--- src/rtl/shifter_pkg.sv ---
// Shared types for the pipelined barrel shifter: shift-mode encodings and
// the per-stage control record carried down the pipeline.
package shifter_pkg;

    localparam logic [1:0] SLL_ENC = 2'b00;
    localparam logic [1:0] SRL_ENC = 2'b01;
    localparam logic [1:0] SRA_ENC = 2'b10;
    localparam logic [1:0] ROR_ENC = 2'b11;

    typedef enum logic [1:0] {
        SLL = SLL_ENC,
        SRL = SRL_ENC,
        SRA = SRA_ENC,
        ROR = ROR_ENC
    } shift_mode_t;

    // Width-independent part of a stage register; the top wraps it with
    // data/shamt/tag fields sized by its own N and TAG_W.
    typedef struct packed {
        logic        valid;
        shift_mode_t mode;
        logic        sign;
    } stage_ctrl_t;

endpackage

--- src/rtl/shifter_stage.sv ---
// One barrel-shifter stage: shifts by 2^K in the selected mode when en is set.
// Rotate support is compiled in only with SHIFTER_ROTATE_EN.
module shifter_stage
    import shifter_pkg::*;
#(
    parameter int N = 32,
    parameter int K = 0
) (
    input  logic [N-1:0] data,
    input  logic         en,
    input  shift_mode_t  mode,
    input  logic         sign,
    output logic [N-1:0] result
);

    localparam int S = 2 ** K;

    logic [N-1:0] shifted;

    always_comb begin
        shifted = data;
        case (mode)
            SLL: shifted = data << S;
            SRL: shifted = data >> S;
            // Fill comes from the sign captured at accept, not from the
            // partially shifted word, so every stage extends consistently.
            SRA: shifted = {{S{sign}}, data[N-1:S]};
            ROR: begin
`ifdef SHIFTER_ROTATE_EN
                shifted = {data[S-1:0], data[N-1:S]};
`else
                shifted = data >> S;
`endif
            end
            default: shifted = data;
        endcase
        result = en ? shifted : data;
    end

endmodule

--- src/rtl/shifter_pipelined.sv ---
// Pipelined barrel shifter, one stage per shift-amount bit, valid/ready with
// a global stall. Define SHIFTER_ROTATE_EN to make ROR rotate instead of SRL.
module shifter_pipelined
    import shifter_pkg::*;
#(
    parameter  int N     = 32,
    parameter  int TAG_W = 4,
    localparam int L     = $clog2(N)
) (
    input  logic             clk,
    input  logic             rst,
    input  logic             in_valid,
    output logic             in_ready,
    input  logic [N-1:0]     in_data,
    input  logic [L-1:0]     in_shamt,
    input  logic [1:0]       in_mode,
    input  logic [TAG_W-1:0] in_tag,
    output logic             out_valid,
    input  logic             out_ready,
    output logic [N-1:0]     out_data,
    output logic [TAG_W-1:0] out_tag,
    output logic             busy
);

    typedef struct packed {
        stage_ctrl_t      ctrl;
        logic [L-1:0]     shamt;
        logic [TAG_W-1:0] tag;
        logic [N-1:0]     data;
    } stage_t;

    stage_t       head;
    stage_t       stage_cur  [L];
    stage_t       stage_next [L];
    stage_t       stage_reg  [L];
    logic [N-1:0] shifted    [L];
    logic         stall;

    assign stall    = out_valid && !out_ready;
    assign in_ready = rst && !stall;

    always_comb begin
        head.ctrl.valid = in_valid && in_ready;
        head.ctrl.mode  = shift_mode_t'(in_mode);
        head.ctrl.sign  = in_data[N-1];
        head.shamt      = in_shamt;
        head.tag        = in_tag;
        head.data       = in_data;
    end

    generate
        for (genvar gi = 0; gi < L; gi++) begin : g_stage
            if (gi == 0) begin : g_first
                assign stage_cur[gi] = head;
            end else begin : g_rest
                assign stage_cur[gi] = stage_reg[gi-1];
            end

            shifter_stage #(
                .N(N),
                .K(gi)
            ) u_stage (
                .data   (stage_cur[gi].data),
                .en     (stage_cur[gi].shamt[gi]),
                .mode   (stage_cur[gi].ctrl.mode),
                .sign   (stage_cur[gi].ctrl.sign),
                .result (shifted[gi])
            );
        end
    endgenerate

    always_comb begin
        for (int i = 0; i < L; i++) begin
            stage_next[i]      = stage_cur[i];
            stage_next[i].data = shifted[i];
        end
    end

    // Only valid bits and the visible last stage are reset; inner data and
    // tags are don't-care while their valid bit is low.
    always_ff @(posedge clk) begin
        if (!rst) begin
            for (int i = 0; i < L; i++) begin
                stage_reg[i].ctrl.valid <= 1'b0;
            end
            stage_reg[L-1].data <= '0;
            stage_reg[L-1].tag  <= '0;
        end else if (!stall) begin
            for (int i = 0; i < L; i++) begin
                stage_reg[i] <= stage_next[i];
            end
        end
    end

    assign out_valid = stage_reg[L-1].ctrl.valid;
    assign out_data  = stage_reg[L-1].data;
    assign out_tag   = stage_reg[L-1].tag;

    always_comb begin
        busy = 1'b0;
        for (int i = 0; i < L; i++) begin
            busy = busy | stage_reg[i].ctrl.valid;
        end
    end

endmodule

--- config.mk ---
export PLATFORM = sky130hd
export DESIGN_NAME = shifter_pipelined
export DESIGN_NICKNAME = d
export VERILOG_FILES = /design/src/rtl/shifter_pkg.sv /design/src/rtl/shifter_stage.sv /design/src/rtl/shifter_pipelined.sv
export SDC_FILE = /design/constraint.sdc
export NUM_CORES = 1
export LEC_CHECK = 0
export CORE_AREA = 2 2 106 185
export CTS_CLUSTER_SIZE = 14
export DETAILED_ROUTE_END_ITERATION = 12
export DIE_AREA = 0 0 108 187
export PLACE_DENSITY = 0.79
export SLEW_MARGIN = 30
export SYNTH_ARGS = -nofsm -noshare
export SYNTH_HDL_FRONTEND = slang
export SYNTH_SLANG_ARGS = --single-unit
--- constraint.sdc ---
create_clock -name clk -period 3.55 [get_ports clk]
set_input_delay 0.71 -clock clk [delete_from_list [all_inputs] [get_ports clk]]
set_output_delay 0.71 -clock clk [all_outputs]
set_load 0.005 [all_outputs]
# == Yosys cells after proc, flatten, opt, wreduce, memory -nomap -nowiden ==
# Memory sizes are Yosys's and may differ from the RTL's.
# Cells that the tools add are included.
# word_totals
ram_bits,225
input_bits,47
output_inout_bits,39
memories,1
register_bits,0
wordCells,61
# op_classes
n_reduce_logical,15
eq_ne,15
bitwise_logic,10
n_mux,20
# memory_table
memory,words,word_bits,rd,rd_clocked_by_memory_dff,wr,line,text
stage_reg,5,45,5,0,5,shifter_pipelined.sv:35,stage_t stage_reg [L];
# op_table
operator,count
one-hot mux 32 bit (3 select lines),5
two-way mux 32 bit,5
two-way mux 36 bit,1
== test 2 bit (second input constant),10
== test 2 x 1 -> 1 bit (second input constant),5
logical NOT 2 bit,5
bitwise OR 1 bit,10
OR reduction 2 bit,5
two-way mux 1 bit,9
logical AND 1 bit,3
logical NOT 1 bit,2

# == Depth between registers and ports, before layout ==
# logic_depth
ltp_word,6
mapped_depth,5
depth_no_buf,4

# == Cells and area by module ==
# Synthesis repeated with hierarchy kept, for this count alone.
# unflattened
cells_unflattened,938
hier_area_um2,10453.8
# by_module_without_submodules
module,area_each_um2,n_inst,cells_per_inst,seq_area_each_um2
shifter_pipelined,6566.3,1,270,6165.9
shifter_stage at g_stage[0].u_stage,840.8,1,146,0.0
shifter_stage at g_stage[1].u_stage,825.8,1,145,0.0
shifter_stage at g_stage[2].u_stage,789.5,1,139,0.0
shifter_stage at g_stage[3].u_stage,732.0,1,129,0.0
shifter_stage at g_stage[4].u_stage,699.4,1,109,0.0

# == Worst setup path after synthesis ==
# Ideal clock, no wire load.
# synth_path
path_kind,in2out
start,input port out_ready
end,output port in_ready
required_ns,2.840
path_slack_ns,-0.012
cell_stages,4
t_arrival_ns,2.852
path_buffers,1
cell_sequence,nor2b_2 > nand2b_1 > buf_2 > inv_2
# synth_between
elab_chain_cells,4
# synth_lines
element,line,text
"start, declared",shifter_pipelined.sv:19,"input logic out_ready,"
logical NOT 1 bit,shifter_pipelined.sv:39,assign stall = out_valid && !out_ready;
logical AND 1 bit,shifter_pipelined.sv:39,
logical NOT 1 bit,-,
logical AND 1 bit,shifter_pipelined.sv:40,assign in_ready = rst && !stall;
"end, declared",shifter_pipelined.sv:13,"output logic in_ready,"
# No other way between the ends.

# == Final worst setup path ==
# Ends and elaborated chain as after synthesis.

==> reports/results.ini <==
[timing]
setup_viol = 0
rsz0062_at_grt = false
worst_slew_pin_slew_ns = 0.932
setup_tns_ns = 0
worst_clock_skew_ns = 0.0103
period_minus_slack_ns = 2.74
slew-limit-headroom_pct = 37.9
finalHoldViolCount = 0
period_share_pct = 77.2
slew_viol_final = 0
max_freq_mhz = 365

[drt]
vias = 5739
drt_iter0_drc = 378
vias_per_cell = 5.30
routed_wl_mm = 15.4
wl_per_cell_um = 14.3
antenna_left = 0
first_pass_iters = 5
drc = 0

[critical_path]
crit_arrival_ns = 2.03
crit_slowest_cell = clkdlybuf4s50_1
start_kind = primary input
reg2regPathDepth = 4
cpMostUsedCell = clkdlybuf4s50_1
startpoint = out_ready
rrSetupSlack_ns = 1.64
crit_required_ns = 2.84
worst-path-stages = 5
critPathMaxStageDelay_ns = 0.50
path_max_fanout = 3
cp-end-kind = output pin
cp_cell_sequence = clkdlybuf4s50_1 > nor2b_2 > nand2b_1 > inv_6 > clkdlybuf4s50_1
path_buf_inv = 3
cp_top_family = buffers and inverters
path_class = in -> out
rr_endpoint = stage_reg[0][67]
cp-endpoint = in_ready
timing.rr.start = stage_reg[0][224]

[die]
die_width_um = 108
ios = 86
core_area_um2 = 18900
die_h_um = 187
row_count = 67
initial_core_util_pct = 50.5
dieArea_um2 = 20200

[pwr]
p_leak_nw = 3.93
irDropWorstVdd_mv = 0.305
p_per_area_nw_per_um2 = 487

[global_route]
grt_pass1_vias = 5548
grt_max_degree = 175
overflow = 0
grt_use_total_pct = 15.7
antenna_found_initial = 0
grt_pass1_wl_mm = 25.9

[clocking]
clockBufferDepth = 3
cts_sinks = 207
cts_resized = 0
cts-root-buf = clkbuf_16
clk_latency_ns = 0.47
cts_tree = yes
post_cts_buffers = 0
cts_hold_buf = 0
numCtsBuffers = 19
htreeDepth = 1
clk_pin_slew_ns = 0.06

[logic_synthesis]
synth_area_per_cell_um2 = 12.4
syn_nets = 818
synth_common_cells = 202 x edfxtp_1, 123 x a21oi_1, 116 x nor2_1
seq_area_frac_synth_pct = 64.7
synth_largest_area_cell = edfxtp_1
synth_area_leaders = edfxtp_1 64%, mux2i_1 11%, a21oi_1 6.5%, nor2_1 4.6%, o22ai_1 2.0%
synthFlopType = edfxtp_1
yosysUniqueCellTypes = 31
synth_seq_cells = 207
netlist_area_um2 = 9530
syn_inst = 771
synth_warnings = 0
synth_top_area_share_pct = 63.6
yosysMostFrequentCell = edfxtp_1
synth_edf_count = 202
synthArstFlopShare_pct = 0

[finish]
design_area_um2 = 11000
drive_above_1_share_pct = 4.99
nNetsFinal = 880
diodes = 0
final_cells = 1082
n_fill_cell = 1546
largest_register_ffs = 207
area_delta_synth_final_pct = 15.1

[outcome]
outcome = completed

[job]
drv_cap = 0

[place]
place.detailed.hpwl_mm = 10.7
place.gp.congestion = 0.877
dp.cells = 1053
place_area_um2 = 10400
portBuffers = 85

[worst_hold_path]
timing.hold.worst.class = reg -> reg

## cell type report
| type | instances | area (µm²) | share of cell area, % |
|---|---|---|---|
| Clock buffer | 28 | 519 | 4.74 |
| Clock inverter | 1 | 3.75 | 0.0342 |
| Inverter | 33 | 129 | 1.18 |
| Multi-Input combinational cell | 478 | 2920 | 26.6 |
| Sequential cell | 207 | 6170 | 56.2 |
| Tap cell | 241 | 302 | 2.75 |
| Timing Repair Buffer | 94 | 928 | 8.47 |
## worst min-delay path by stage
stage,endpoint,start,depth (start not counted)
after floorplan,stage_reg[0][122],stage_reg[0][77],0
after global placement,stage_reg[0][124],stage_reg[0][79],0
after detailed placement,stage_reg[0][168],stage_reg[0][123],0
after CTS,stage_reg[0][169],stage_reg[0][124],0
after global routing,stage_reg[0][168],stage_reg[0][123],0
final,stage_reg[0][77],stage_reg[0][32],0
## cells by family (layout without fill, tap and decap cells)
family	Yosys count	in the layout	synth area share, %
flip-flops	207	207	64.7
AND/OR/NAND/NOR	199	199	9.23
AO/OA/AOI/OAI	175	175	10.4
multiplexers	104	104	10.9
buffers and inverters	86	156	4.77
## metal layers
metal / routed length [µm] / share of wire [%] / track usage (%) / vias up
met5: 0 / 0 / 0 / -
met2: 8900 / 58 / 30.7 / 124
met3: 500 / 3.2 / 1.88 / 38
met4: 540 / 3.5 / 7.30 / 0
li1: - / - / - / 2933
met1: 5490 / 36 / 16.0 / 2644
## power by group
| part | total (W) | internal (W) | switching, W |
|---|---|---|---|
| logic | 0.000547 | 0.000266 | 0.000281 |
| registers | 0.00302 | 0.00291 | 0.000110 |
| clock network | 0.00177 | 0.00100 | 0.000771 |
## cells in the final DEF (no fill, tap or decap)
| master | synthesis | final |
|---|---|---|
| nor2_1 | 116 | 115 |
| a211oi_2 | 3 | 3 |
| a21oi_1 | 123 | 123 |
| buf_12 | 0 | 1 |
| o22ai_1 | 30 | 30 |
| clkinv_1 | 0 | 1 |
| clkbuf_16 | 0 | 19 |
| and3b_1 | 1 | 1 |
| nor2_8 | 1 | 1 |
| a211oi_1 | 13 | 13 |
| and2_1 | 6 | 6 |
| inv_1 | 32 | 32 |
| nor2_2 | 1 | 1 |
| or2_2 | 1 | 1 |
| o21a_2 | 1 | 1 |
| clkbuf_8 | 0 | 1 |
| nand2b_1 | 20 | 20 |
| nor2b_2 | 1 | 1 |
| clkbuf_1 | 17 | 8 |
| nand2_1 | 33 | 33 |
| buf_4 | 5 | 9 |
| clkdlybuf4s50_1 | 0 | 84 |
| a22o_1 | 4 | 4 |
| edfxtp_1 | 202 | 202 |
| dfxtp_1 | 5 | 5 |
| nor2_4 | 2 | 3 |
| nor3_1 | 1 | 1 |
| mux2i_1 | 104 | 104 |
| nand3_1 | 16 | 16 |
| o21a_1 | 1 | 1 |
| inv_6 | 0 | 1 |
## through the flow
step	setup WS, ns	hold slack [ns]	total power, W	utilization [%]
after floorplan	0.714	0.400	0.00341	-
after global placement	0.796	0.402	0.00360	55.3
after detailed placement	0.801	0.405	0.00362	55.3
after CTS	0.795	0.420	0.00538	58.1
after global routing	0.755	0.420	0.00556	58.1
final	0.809	0.417	0.00534	58.1
## worst reg2reg max path: cells and delay by family, from the launching register on
| kind | cells | cell delay, ns |
|---|---|---|
| buffers and inverters | 2 | 0.63 |
| AND/OR/NAND/NOR | 2 | 0.37 |
| flip-flops | 1 | 0.32 |
Power figures use the tool's default switching activity.
